**src/rtl/nmr_echo_acq.sv**
```systemverilog
// nmr_echo_acq
// Echo acquisition sequencer. It arms on scan_start, opens one sample window
// per acq_trig, and counts samples_per_echo samples for each of
// echoes_per_scan echoes. Each accepted sample is converted from offset
// binary to sign-extended two's complement. The sample then passes through
// a small skid FIFO into an Avalon-ST source, so sink back-pressure does not
// stall capture. When a sample arrives while the FIFO is full, the sample is
// dropped, still counted, and the sticky overflow flag is set.
//
// Ports
//   clk_clk, reset_reset_n            clock, asynchronous active-low reset
//   adc_data, adc_valid               offset-binary ADC sample stream
//   scan_start, acq_trig              one-cycle pulses: arm scan, open window
//   abort                             level: return to IDLE, flush FIFO
//   samples_per_echo, echoes_per_scan scan configuration, latched at scan_start
//   out_data, out_valid, out_ready    Avalon-ST source to the ADC sample FIFO
//   busy, scan_done, overflow         status: not idle, end-of-scan pulse, sticky drop
//   echo_cnt                          echoes completed in current/last scan
module nmr_echo_acq #(
  parameter int ADC_W      = 14,
  parameter int FIFO_DEPTH = 8
) (
  input  logic             clk_clk,
  input  logic             reset_reset_n,
  input  logic [ADC_W-1:0] adc_data,
  input  logic             adc_valid,
  input  logic             scan_start,
  input  logic             acq_trig,
  input  logic             abort,
  input  logic [31:0]      samples_per_echo,
  input  logic [31:0]      echoes_per_scan,
  output logic [15:0]      out_data,
  output logic             out_valid,
  input  logic             out_ready,
  output logic             busy,
  output logic             scan_done,
  output logic             overflow,
  output logic [31:0]      echo_cnt
);

  localparam int AW = $clog2(FIFO_DEPTH);

  typedef enum logic [1:0] {
    IDLE,
    ARMED,
    CAPTURE,
    DONE
  } state_t;

  state_t           state;
  logic [31:0]      spe;
  logic [31:0]      eps;
  logic [31:0]      smp_cnt;

  logic [15:0]      mem [FIFO_DEPTH];
  logic [AW:0]      wr_ptr;
  logic [AW:0]      rd_ptr;
  logic [AW:0]      fill;
  logic [AW:0]      fill_after_pop;
  logic [AW:0]      rd_next;
  logic             full;
  logic             pop;
  logic             take;
  logic             push;
  logic             drop;
  logic             last_smp;
  logic             echo_last;

  logic [ADC_W-1:0] flipped;
  logic [15:0]      conv;

  // Flipping the MSB turns offset binary into two's complement of the same width.
  always_comb begin
    flipped = adc_data ^ (ADC_W'(1) << (ADC_W - 1));
    conv    = 16'($signed(flipped));
  end

  assign fill           = wr_ptr - rd_ptr;
  assign full           = (fill == (AW + 1)'(FIFO_DEPTH));
  assign pop            = out_valid && out_ready;
  assign take           = (state == CAPTURE) && adc_valid && !abort;
  assign push           = take && (!full || pop);
  assign drop           = take && full && !pop;
  assign last_smp       = (smp_cnt + 32'd1 == spe);
  assign echo_last      = (echo_cnt + 32'd1 == eps);
  assign fill_after_pop = fill - (AW + 1)'(pop);
  assign rd_next        = rd_ptr + (AW + 1)'(pop);
  assign busy           = (state != IDLE);

  // Scan sequencer
  always_ff @(posedge clk_clk or negedge reset_reset_n) begin
    if (!reset_reset_n) begin
      state     <= IDLE;
      spe       <= '0;
      eps       <= '0;
      smp_cnt   <= '0;
      echo_cnt  <= '0;
      overflow  <= 1'b0;
      scan_done <= 1'b0;
    end else if (abort) begin
      state     <= IDLE;
      scan_done <= 1'b0;
    end else begin
      case (state)
        IDLE: begin
          if (scan_start) begin
            spe      <= samples_per_echo;
            eps      <= echoes_per_scan;
            echo_cnt <= '0;
            overflow <= 1'b0;
            state    <= (echoes_per_scan == '0) ? DONE : ARMED;
          end
        end
        ARMED: begin
          if (acq_trig) begin
            smp_cnt <= '0;
            // An empty window completes the echo without visiting CAPTURE.
            if (spe == '0) begin
              echo_cnt <= echo_cnt + 32'd1;
              state    <= echo_last ? DONE : ARMED;
            end else begin
              state <= CAPTURE;
            end
          end
        end
        CAPTURE: begin
          if (adc_valid) begin
            smp_cnt <= smp_cnt + 32'd1;
            if (drop) begin
              overflow <= 1'b1;
            end
            if (last_smp) begin
              echo_cnt <= echo_cnt + 32'd1;
              state    <= echo_last ? DONE : ARMED;
            end
          end
        end
        DONE: begin
          // The first DONE cycle raises the pulse. The second cycle drops it and leaves.
          if (!scan_done) begin
            scan_done <= 1'b1;
          end else begin
            scan_done <= 1'b0;
            state     <= IDLE;
          end
        end
      endcase
    end
  end

  // Skid FIFO storage
  always_ff @(posedge clk_clk) begin
    if (push) begin
      mem[wr_ptr[AW-1:0]] <= conv;
    end
  end

  // The output register always presents the FIFO head, which stays stored
  // until it is popped. A word pushed at an edge becomes visible one edge
  // later. That keeps the output a pure register, with no combinational path
  // from out_ready. It also keeps data stable while the sink stalls.
  always_ff @(posedge clk_clk or negedge reset_reset_n) begin
    if (!reset_reset_n) begin
      wr_ptr    <= '0;
      rd_ptr    <= '0;
      out_valid <= 1'b0;
      out_data  <= '0;
    end else if (abort) begin
      wr_ptr    <= '0;
      rd_ptr    <= '0;
      out_valid <= 1'b0;
    end else begin
      if (push) begin
        wr_ptr <= wr_ptr + (AW + 1)'(1);
      end
      rd_ptr    <= rd_next;
      out_valid <= (fill_after_pop != '0);
      if (fill_after_pop != '0) begin
        out_data <= mem[rd_next[AW-1:0]];
      end
    end
  end

endmodule
```
**config.mk**
```make
export PLATFORM = sky130hd
export DESIGN_NAME = nmr_echo_acq
export DESIGN_NICKNAME = d
export VERILOG_FILES = /design/src/rtl/nmr_echo_acq.sv
export SDC_FILE = /design/constraint.sdc
export NUM_CORES = 1
export LEC_CHECK = 0
export BUFFER_PORTS_ARGS = -buffer_cell sky130_fd_sc_hd__buf_2
export CORE_MARGIN = 2
export CORE_UTILIZATION = 54
export CTS_BUF_LIST = sky130_fd_sc_hd__clkbuf_16
export DETAILED_ROUTE_END_ITERATION = 10
export GPL_ROUTABILITY_DRIVEN = 0
export PLACE_DENSITY_LB_ADDON = 0.1
export SYNTH_ARGS = -nofsm -noshare
export SYNTH_HDL_FRONTEND = slang
export SYNTH_SLANG_ARGS = --single-unit
```
**constraint.sdc**
```tcl
create_clock -name clk_clk -period 3.3 [get_ports clk_clk]
set_input_delay 0.66 -clock clk_clk [delete_from_list [all_inputs] [get_ports clk_clk]]
set_output_delay 0.66 -clock clk_clk [all_outputs]
set_load 0.03 [all_outputs]
```
# ---- After elaboration in Yosys (flattened, before gate mapping)
# Memory sizes are Yosys's and may differ from the RTL's. A register that Yosys moved wholly into a read port is not among the register bits.
# Cells that the tools add are included.
# W data, S select, Z words.
dict set report classes {
  addsub 6
  n_reduce_logical 27
  muxes 32
  eq_ne 17
  bitwise_logic 2
}
# cell count
set ops {}
lappend ops {{$mux W32} 7}
lappend ops {{$pmux W32 S3} 1}
lappend ops {{$add A32 B1 Y32 const B} 2}
lappend ops {{$eq A32 B32 Y1} 2}
lappend ops {{$logic_not A32 Y1} 2}
lappend ops {{$pmux W32 S2} 1}
lappend ops {{$mux W2} 9}
lappend ops {{$ne A3 B3 Y1 const B} 5}
lappend ops {{$mux W4} 3}
lappend ops {{$ne A2 B2 Y1 const B} 6}
lappend ops {{$reduce_and A5 Y1} 2}
lappend ops {{$reduce_bool A2 Y1} 5}
lappend ops {{$mux W1} 9}
lappend ops {{$pmux W2 S4} 1}
lappend ops {{$reduce_and A7 Y1} 1}
lappend ops {{$logic_and A1 B1 Y1} 6}
lappend ops {{$add A4 B1 Y4} 1}
lappend ops {{$add A4 B1 Y4 const B} 1}
lappend ops {{$eq A2 B2 Y1 const B} 2}
lappend ops {{$eq A4 B4 Y1 const B} 1}
lappend ops {{$logic_not A1 Y1} 4}
lappend ops {{$reduce_and A4 Y1} 1}
lappend ops {{$reduce_bool A4 Y1} 1}
lappend ops {{$sub A4 B1 Y4} 1}
lappend ops {{9 further kinds} 10}
dict set report word_totals {
  inputBits 85
  elab_cells 95
  register_bits 141
  ramBits 128
  n_memories 1
}
# memory depth word_bits rd rd_clocked_by_memory_dff wr line_no
set mem_list {}
lappend mem_list {mem 8 16 1 1 1 55} ;# logic [15:0] mem [FIFO_DEPTH];

# ---- Longest topological paths before layout
# Gate-level depths: netlist of the first run.
dict set report depth {
  ltp_word 8
  depth_mapped 14
  depth_no_buf 11
}

# ---- Least setup slack after synthesis of the first run
# Ideal clock, no wire load.
dict set report synth_timing {
  kind {reg-to-reg}
  from {reg wr_ptr[1]}
  to {mem mem[1][0] (enable)}
  path_stages_with_launch 8
  setup_time_ns 0.403
  period_less_slack_ns 3.270
  t_arrival_ns 2.867
  setup_slack_ns 0.030
  path_cell_list {dfrtp_1 -> ha_1 -> a21o_1 -> a21oi_1 -> xnor2_1 -> nor4_1 -> or4_1 -> nor3_1}
}
dict set report synth_via {
  elab_chain_cells 7
}
# item line_no
set synth_rtl {}
lappend synth_rtl {{from (decl)} 56} ;# logic [AW:0] wr_ptr;
lappend synth_rtl {{from (signal assigned)} 174} ;# wr_ptr <= wr_ptr + (AW + 1)'(1);
lappend synth_rtl {{$sub A4 B4 Y4} 78} ;# assign fill = wr_ptr - rd_ptr;
lappend synth_rtl {{$eq A4 B4 Y1} 79} ;# assign full = (fill == (AW + 1)'(FIFO_DEPTH));
lappend synth_rtl {{$logic_not A1 Y1} 82} ;# assign push = take && (!full || pop);
lappend synth_rtl {{$logic_or A1 B1 Y1} 82}
lappend synth_rtl {{$logic_and A1 B1 Y1} 82}
lappend synth_rtl {{$mux W1} 153} ;# if (push) begin
lappend synth_rtl {{$mux W1 (implied by the code)} 154} ;# mem[wr_ptr[AW-1:0]] <= conv;
lappend synth_rtl {{to (decl)} 55}
# Parallel ways exist; a longest one is shown, timed or not.

# ---- Final worst setup path of the first run
dict set report layout_timing {
  from {reg smp_cnt[9]}
  to {reg echo_cnt[5]}
}
dict set report layout_via {
  elab_chain_cells 4
}
# item line_no
set layout_rtl {}
lappend layout_rtl {{from (decl)} 53} ;# logic [31:0] smp_cnt;
lappend layout_rtl {{from (signal assigned)} 128} ;# smp_cnt <= smp_cnt + 32'd1;
lappend layout_rtl {{$add A32 B1 Y32} 84} ;# assign last_smp = (smp_cnt + 32'd1 == spe);
lappend layout_rtl {{$eq A32 B32 Y1} 84}
lappend layout_rtl {{$ne A2 B2 Y1 (no line)} n/a}
lappend layout_rtl {{$reduce_and A7 Y1 (no line)} n/a}
lappend layout_rtl {{to (signal assigned)} 119} ;# echo_cnt <= echo_cnt + 32'd1;
lappend layout_rtl {{to (signal assigned)} 133} ;# echo_cnt <= echo_cnt + 32'd1;
lappend layout_rtl {{to (decl)} 38} ;# output logic [31:0] echo_cnt
# No other way between the ends.
# A chain may end at the register's enable or synchronous reset.

==> impl_metrics.env, run 1 <==
export IMPL_cell_types_with_the_largest_area_share_after_synthesis="sky130_fd_sc_hd__dfrtp_1, sky130_fd_sc_hd__edfxtp_1, sky130_fd_sc_hd__mux2_2"
export IMPL_crit_path_end_kind="flop"
export IMPL_synth_cell_type_count=66
export IMPL_setup_violations_final=0
export IMPL_ioPinCount=137
export IMPL_fmax_mhz=316
export IMPL_period_share=0.960
export IMPL_finalCriticalPeriod_ns=3.17
export IMPL_hp_class="input port to async pin"
export IMPL_ant_nets=0
export IMPL_worstSkewPairLatency_ns=0.56
export IMPL_post_route_cells_drive_above_1_share=0.289
export IMPL_timing_setup_critical_path_class="flop to flop"
export IMPL_layout_core_utilization=0.652
export IMPL_max_vdd_ir_drop_v=0.000525
export IMPL_ctsHtreeMaxLevel=1
export IMPL_syn_area_um2=13700
export IMPL_detail_route_wl_per_cell_um=19.4
export IMPL_grt_max_degree=67
export IMPL_groute_usage_overall=0.251
export IMPL_detail_route_drc_violations=0
export IMPL_post_cts_hold_buffer_count=0
export IMPL_dp_final_hpwl_um=23000
export IMPL_layout_filler_cells=1959
export IMPL_synth_main_ff_cell="sky130_fd_sc_hd__dfrtp_1"
export IMPL_clock_sink_count=267
export IMPL_yosys_warnings=0
export IMPL_timing_reg2reg_setup_slack_ns=0.13
export IMPL_clock_tree_from_tritoncts="yes"
export IMPL_overflow=0
export IMPL_detail_route_first_pass_iterations=5
export IMPL_critPathLaunchType="flop"
export IMPL_r2r_cells=10
export IMPL_worst_endpoint_arrival_ns=3.61
export IMPL_synth_seq_area_share=0.529
export IMPL_dieWidth_um=163
export IMPL_area_growth_syn_to_layout_pct=19.3
export IMPL_synth_enable_flop_cells=112
export IMPL_vias=10100
export IMPL_leakage_power_summed_over_all_cells_uw=0.00640
export IMPL_reg2reg_from="smp_cnt[9]"
export IMPL_multi_input_comb_area_um2=6110
export IMPL_std_cell_rows=58
export IMPL_post_route_cell_area_um2=16300
export IMPL_worstMarginPinSlew_ns=0.712
export IMPL_worst_clock_skew_ns=0.0103
export IMPL_rr_endpoint="echo_cnt[5]"
export IMPL_first_global_vias=9746
export IMPL_dpl_cell_area_um2=15200
export IMPL_numCtsBuffers=29
export IMPL_first_pass_grt_wire_length_um=52900
export IMPL_synth_largest_area_cell="sky130_fd_sc_hd__dfrtp_1"
export IMPL_drv_cap=0
export IMPL_drt_wirelength_um=33300
export IMPL_cts_root_buffer="sky130_fd_sc_hd__clkbuf_16"
export IMPL_layout_nets=1468
export IMPL_asyncSetResetFlopFracSynth=0.581
export IMPL_critical_path_required_time_ns=3.74
export IMPL_postSynthNetCount=1283
export IMPL_cts_buffer_depth=3
export IMPL_die_area_um2=26600
export IMPL_finalHoldViolations=0
export IMPL_netlist_area_leader_share=0.283
export IMPL_status="finished, final reports clean"
export IMPL_syn_avg_cell_area_um2=11.6
export IMPL_final_max_slew_violation_count=0
export IMPL_initial_cell_density_of_the_core=0.547
export IMPL_viasPerCell=5.87
export IMPL_fp_dieH_um=163
export IMPL_detailedRoute_firstIterationViolations=660
export IMPL_power_density_nw_per_um2=824
export IMPL_synthCells=1184
export IMPL_ys_ff_latch=267
export IMPL_grt_antenna_before_repair=1
export IMPL_port_buffer_count=136
export IMPL_core_area_um2=25000
export IMPL_path_clk_slew_ns=0.06
export IMPL_timing_slew_headroom=0.525
export IMPL_cp_max_fo=12
export IMPL_sequential_cell_area_um2=7240
## layout by cell type (no fill, tap or decap), types with 5 or more instances in the layout
cell type / count
sky130_fd_sc_hd__nor4_1: 22
sky130_fd_sc_hd__a21o_1: 5
sky130_fd_sc_hd__buf_4: 92
sky130_fd_sc_hd__mux2i_1: 39
sky130_fd_sc_hd__and4_1: 5
sky130_fd_sc_hd__buf_2: 135
sky130_fd_sc_hd__ha_1: 9
sky130_fd_sc_hd__or3_1: 7
sky130_fd_sc_hd__nor4_2: 5
sky130_fd_sc_hd__and3_1: 22
sky130_fd_sc_hd__nand4_1: 37
sky130_fd_sc_hd__clkinv_1: 8
sky130_fd_sc_hd__o221ai_1: 7
sky130_fd_sc_hd__nand2_1: 73
sky130_fd_sc_hd__clkbuf_16: 31
sky130_fd_sc_hd__nor4b_1: 6
sky130_fd_sc_hd__o31ai_1: 17
sky130_fd_sc_hd__a21oi_1: 34
sky130_fd_sc_hd__nor3_1: 24
sky130_fd_sc_hd__xor2_1: 34
sky130_fd_sc_hd__clkinv_2: 5
sky130_fd_sc_hd__inv_1: 30
sky130_fd_sc_hd__nand2b_1: 7
sky130_fd_sc_hd__nand3_1: 52
sky130_fd_sc_hd__a31oi_1: 24
sky130_fd_sc_hd__nor2_1: 75
sky130_fd_sc_hd__and2_1: 6
sky130_fd_sc_hd__nor3b_1: 20
sky130_fd_sc_hd__nor2b_1: 7
sky130_fd_sc_hd__mux2_2: 66
sky130_fd_sc_hd__edfxtp_1: 112
sky130_fd_sc_hd__xnor2_1: 57
sky130_fd_sc_hd__or4_1: 5
sky130_fd_sc_hd__mux4_2: 28
sky130_fd_sc_hd__dfrtp_1: 153
sky130_fd_sc_hd__o21ai_0: 55
## registers in the layout (all words and copies together) (netlist names)
register	count
overflow	1
out_data	14
eps	32
scan_done	1
out_valid	1
wr_ptr	4
spe	32
rd_ptr	4
mem	112
echo_cnt	32
smp_cnt	32
state	2
## worst max path at each step
stage / from / end / slack (ns)
2_1_floorplan: wr_ptr[1] / mem[1][0] / 0.03
3_3_place_gp: adc_valid / echo_cnt[19] / 0.07
3_5_place_dp: adc_valid / echo_cnt[5] / 0.005
4_1_cts: smp_cnt[0] / echo_cnt[5] / 0.005
5_1_grt: smp_cnt[0] / echo_cnt[27] / -0.005
6_report: smp_cnt[9] / echo_cnt[5] / 0.13
## power breakdown
group / switching [uW] / total [uW] / internal (uW) / leakage [uW]
Combinational: 2840 / 5190 / 2350 / 0.00304
Clock: 1340 / 3180 / 1840 / 0.000477
Sequential: 897 / 5100 / 4200 / 0.00289
## stage by stage
step | cells | setup WS [ns] | hold slack, ns | setup TNS (ns) | power, uW
final | 1723 | 0.132 | 0.115 | 0 | 13500
after CTS | 1718 | 0.00495 | 0.120 | 0 | 13400
after global routing | 1723 | -0.00484 | 0.153 | -0.00484 | 14300
after detailed placement | 1664 | 0.00528 | 0.514 | 0 | 10200
after floorplan | 1184 | 0.0305 | 0.364 | 0 | 8710
after global placement | 1664 | 0.0656 | 0.506 | 0 | 10100
## critical path, stage by stage (launching register included)
cell                      delay (ns)
sky130_fd_sc_hd__dfrtp_1        0.46
sky130_fd_sc_hd__xnor2_1        0.30
sky130_fd_sc_hd__o22ai_1        0.12
sky130_fd_sc_hd__or4_1          0.53
sky130_fd_sc_hd__or4_4          0.52
sky130_fd_sc_hd__nor4_2         0.15
sky130_fd_sc_hd__and4_4         0.28
sky130_fd_sc_hd__a21o_4         0.22
sky130_fd_sc_hd__buf_6          0.18
sky130_fd_sc_hd__mux2i_1        0.21
sky130_fd_sc_hd__nand2_1        0.08
## metal layers
metal  up-vias  track usage  wire (um)
met5         -            0          0
met4         0       0.0587        508
met3        43       0.0394       1890
met2       262        0.403      15800
met1      5021        0.362      15200
li1       4796            -          -
## area by class of cell
class / instances / area share
Clock buffer: 29 / 0.0444
Antenna cell: 1 / 0.000153
Clock inverter: 25 / 0.0128
Timing Repair Buffer: 236 / 0.0939
Multi-Input combinational cell: 809 / 0.374
Inverter: 26 / 0.00598
Sequential cell: 267 / 0.444
Tap cell: 330 / 0.0253
## what timing repair did
item | 4_1_cts | 5_1_grt
endpoints found under the setup margin | 1 | 33
gates resized for setup | 2 | 24
gates cloned | 0 | 2
pin swaps | 1 | 3
buffers inserted | 0 | 2
## cells in the mapped netlist, drive strengths merged, types with 17 or more instances
| cell | number |
|---|---|
| a31oi | 24 |
| mux2 | 66 |
| xor2 | 35 |
| nor3 | 27 |
| xnor2 | 58 |
| nand4 | 39 |
| edfxtp | 112 |
| mux2i | 39 |
| nor4 | 28 |
| nor3b | 20 |
| inv | 26 |
| buf | 22 |
| nand3 | 53 |
| clkbuf | 60 |
| o31ai | 17 |
| dfrtp | 155 |
| mux4 | 28 |
| nand2 | 73 |
| and3 | 22 |
| nor2 | 75 |
| a21oi | 35 |
| o21ai | 56 |
## cell families (layout without fill, tap and decap cells)
group	after synthesis	in the layout	synth area share
mux	133	133	0.129
buf+inv	108	316	0.0343
fa+ha+maj	14	14	0.0133
simple gates	390	390	0.152
flops	267	267	0.529
compound gates	179	179	0.0827
xor+xnor	93	93	0.0595
other cells	0	1	0
(Power assumes the default switching activity.)
==> run 2, diff against run 1 <==
--- a/config.mk
+++ b/config.mk
@@ -7,11 +7,12 @@
 export LEC_CHECK = 0
 export BUFFER_PORTS_ARGS = -buffer_cell sky130_fd_sc_hd__buf_2
 export CORE_MARGIN = 2
-export CORE_UTILIZATION = 54
+export CORE_UTILIZATION = 55
 export CTS_BUF_LIST = sky130_fd_sc_hd__clkbuf_16
 export DETAILED_ROUTE_END_ITERATION = 10
 export GPL_ROUTABILITY_DRIVEN = 0
 export PLACE_DENSITY_LB_ADDON = 0.1
+export SLEW_MARGIN = 20
 export SYNTH_ARGS = -nofsm -noshare
 export SYNTH_HDL_FRONTEND = slang
 export SYNTH_SLANG_ARGS = --single-unit
==> constraint.sdc (replaced) <==
create_clock -name clk_clk -period 3.9 [get_ports clk_clk]
set_input_delay 0.78 -clock clk_clk [delete_from_list [all_inputs] [get_ports clk_clk]]
set_output_delay 0.78 -clock clk_clk [all_outputs]
set_load 0.03 [all_outputs]
==> run 2 against run 1 <==
Against the previous run: largest power group is now sequential cells; count of clock-buffer cells in the layout is the same; critical path type unchanged; highest routed layer unchanged; via count fell by 1.4%; largest cell class unchanged; sequential cell count did not move; total power is 16% lower.
==> impl_metrics.env, run 2 (synthesis gave the netlist of run 1 again) <==
export IMPL_status="finished, final reports clean"
export IMPL_clock_sink_count=267
export IMPL_worstMarginPinSlew_ns=0.884
export IMPL_timing_setup_critical_path_class="flop to flop"
export IMPL_layout_filler_cells=1966
export IMPL_setup_violations_final=0
export IMPL_grt_antenna_before_repair=1
export IMPL_cts_buffer_depth=3
export IMPL_max_vdd_ir_drop_v=0.000569
export IMPL_post_route_cells_drive_above_1_share=0.243
export IMPL_placedCellCount=1600
export IMPL_postLayoutSetupSlackWorst_ns=0.242
export IMPL_core_area_um2=24400
export IMPL_viasPerCell=6.03
export IMPL_cpPeakStageDelay_ns=0.51
export IMPL_ant_nets=0
export IMPL_cp_max_fo=43
export IMPL_ioPinCount=137
export IMPL_worst_clock_skew_ns=0.00652
export IMPL_detail_route_drc_violations=0
export IMPL_vias=9982
export IMPL_layout_nets=1406
export IMPL_post_cts_setup_buffer_count=0
export IMPL_detail_route_first_pass_iterations=5
export IMPL_fp_dieH_um=162
export IMPL_mostFrequentLayoutCell="sky130_fd_sc_hd__dfrtp_1"
export IMPL_initial_cell_density_of_the_core=0.561
export IMPL_final_max_slew_violation_count=0
export IMPL_first_global_vias=9700
export IMPL_numCtsBuffers=29
export IMPL_most_common_layout_cells="sky130_fd_sc_hd__dfrtp_1, sky130_fd_sc_hd__buf_2, sky130_fd_sc_hd__edfxtp_1"
export IMPL_area_growth_syn_to_layout_pct=15.1
export IMPL_detailedRoute_firstIterationViolations=803
export IMPL_grt_setup_unrepaired="no"
export IMPL_leakage_power_summed_over_all_cells_uw=0.00608
export IMPL_period_share=0.938
export IMPL_groute_usage_overall=0.255
export IMPL_place_ws_ns=0.353
export IMPL_std_cell_rows=57
export IMPL_path_clk_slew_ns=0.06
export IMPL_dp_final_hpwl_um=22400
export IMPL_fmax_mhz=273
export IMPL_worst_endpoint_arrival_ns=4.08
export IMPL_timing_critical_path_cells="ha_1 > xnor2_1 > o2111ai_1 > or4_1 > or4_1 > nor4_1 > and4_1 > a21o_2 > buf_12 > mux2i_1 > o21ai_0"
export IMPL_power_density_nw_per_um2=715
export IMPL_layout_core_utilization=0.646
export IMPL_hp_class="input port to async pin"
export IMPL_post_route_cell_area_um2=15800
export IMPL_finalCriticalPeriod_ns=3.66
export IMPL_die_area_um2=26200
export IMPL_port_buffer_count=136
export IMPL_critical_path_required_time_ns=4.32
export IMPL_worstSkewPairLatency_ns=0.54
export IMPL_finalHoldViolations=0
export IMPL_critical_path_slowest_cell="sky130_fd_sc_hd__or4_1"
export IMPL_critPathLaunchType="flop"
export IMPL_crit_path_end_kind="flop"
export IMPL_crit_path_frequent_cell="sky130_fd_sc_hd__or4_1"
export IMPL_cts_root_buffer="sky130_fd_sc_hd__clkbuf_16"
export IMPL_detail_route_wl_per_cell_um=20.0
export IMPL_post_layout_nonfiller_instances=1655
export IMPL_overflow=0
export IMPL_clock_tree_from_tritoncts="yes"
export IMPL_dieWidth_um=162
export IMPL_timing_slew_headroom=0.411
export IMPL_fin_tns_setup_ns=0
export IMPL_ctsHtreeMaxLevel=1
export IMPL_largest_register_ff_count=112
export IMPL_drv_cap=0
export IMPL_grt_max_degree=92
export IMPL_first_pass_grt_wire_length_um=52900
export IMPL_dpl_cell_area_um2=14800
export IMPL_drt_wirelength_um=33200
-- run 2: cell types whose count changed in the layout (fill, tap and decap cells not counted), moves of 3 or more --
cell	previous run	this run
sky130_fd_sc_hd__buf_4	92	33
sky130_fd_sc_hd__clkinv_1	8	4
sky130_fd_sc_hd__ha_1	9	12
sky130_fd_sc_hd__inv_1	30	36
sky130_fd_sc_hd__nor4_1	22	25
-- run 2: layout make-up --
cell class | instances | area, um^2 | area share
flip-flops and latches | 267 | 7240 | 0.459
multi-input cells | 809 | 6010 | 0.381
repair buffers | 174 | 1030 | 0.0656
clock buffers | 29 | 726 | 0.0460
well taps | 324 | 405 | 0.0257
clock inverters | 25 | 243 | 0.0154
inverters | 26 | 97.6 | 0.00619
diodes | 1 | 2.50 | 0.000159
-- run 2: timing repair --
| action | in CTS | in global routing |
|---|---|---|
| resized for setup | 0 | 1 |
| hold endpoints to repair | 0 | 0 |
| endpoints found under the setup margin | 0 | 1 |
| hold buffers | 0 | 0 |
-- run 2: report_power, final --
part | switching, uW | leakage, uW | internal [uW]
combinational | 2310 | 0.00268 | 1800
sequential | 825 | 0.00289 | 3550
clock | 1100 | 0.000508 | 1670
-- run 2: worst paths after layout --
path	cells past startpoint	slack, ns	startpoint	end
max	11	0.24	smp_cnt[0]	echo_cnt[19]
min	1	0.34	reset_reset_n	spe[12]
max reg2reg	11	0.24	smp_cnt[0]	echo_cnt[19]
min reg2reg	2	0.52	out_data[12]	out_data[12]
max in group asynchronous	2	2.68	reset_reset_n	eps[11]
min in group clk_clk	2	0.47	samples_per_echo[7]	spe[7]
-- run 2: per-stage QoR --
step	hold WS, ns	power, uW
after floorplan	0.484	7370
after global placement	0.502	8440
after detailed placement	0.513	8510
after CTS	0.371	11300
after global routing	0.414	11900
final	0.342	11300
-- run 2: critical path: cells and delay by family (launching register included) --
kind	cells	cell delay, ns
mux	1	0.22
buf+inv	1	0.25
compound gates	3	0.41
flops	1	0.47
xor+xnor	1	0.26
simple gates	4	1.57
fa+ha+maj	1	0.32
-- run 2: routing by layer --
metal  up-vias  wire length [um]  track usage
met5         -                 0            0
met4         0               678       0.0575
met3        47              2050       0.0447
met2       317             15400        0.399
met1      4954             15100        0.377
li1       4664                 -            -
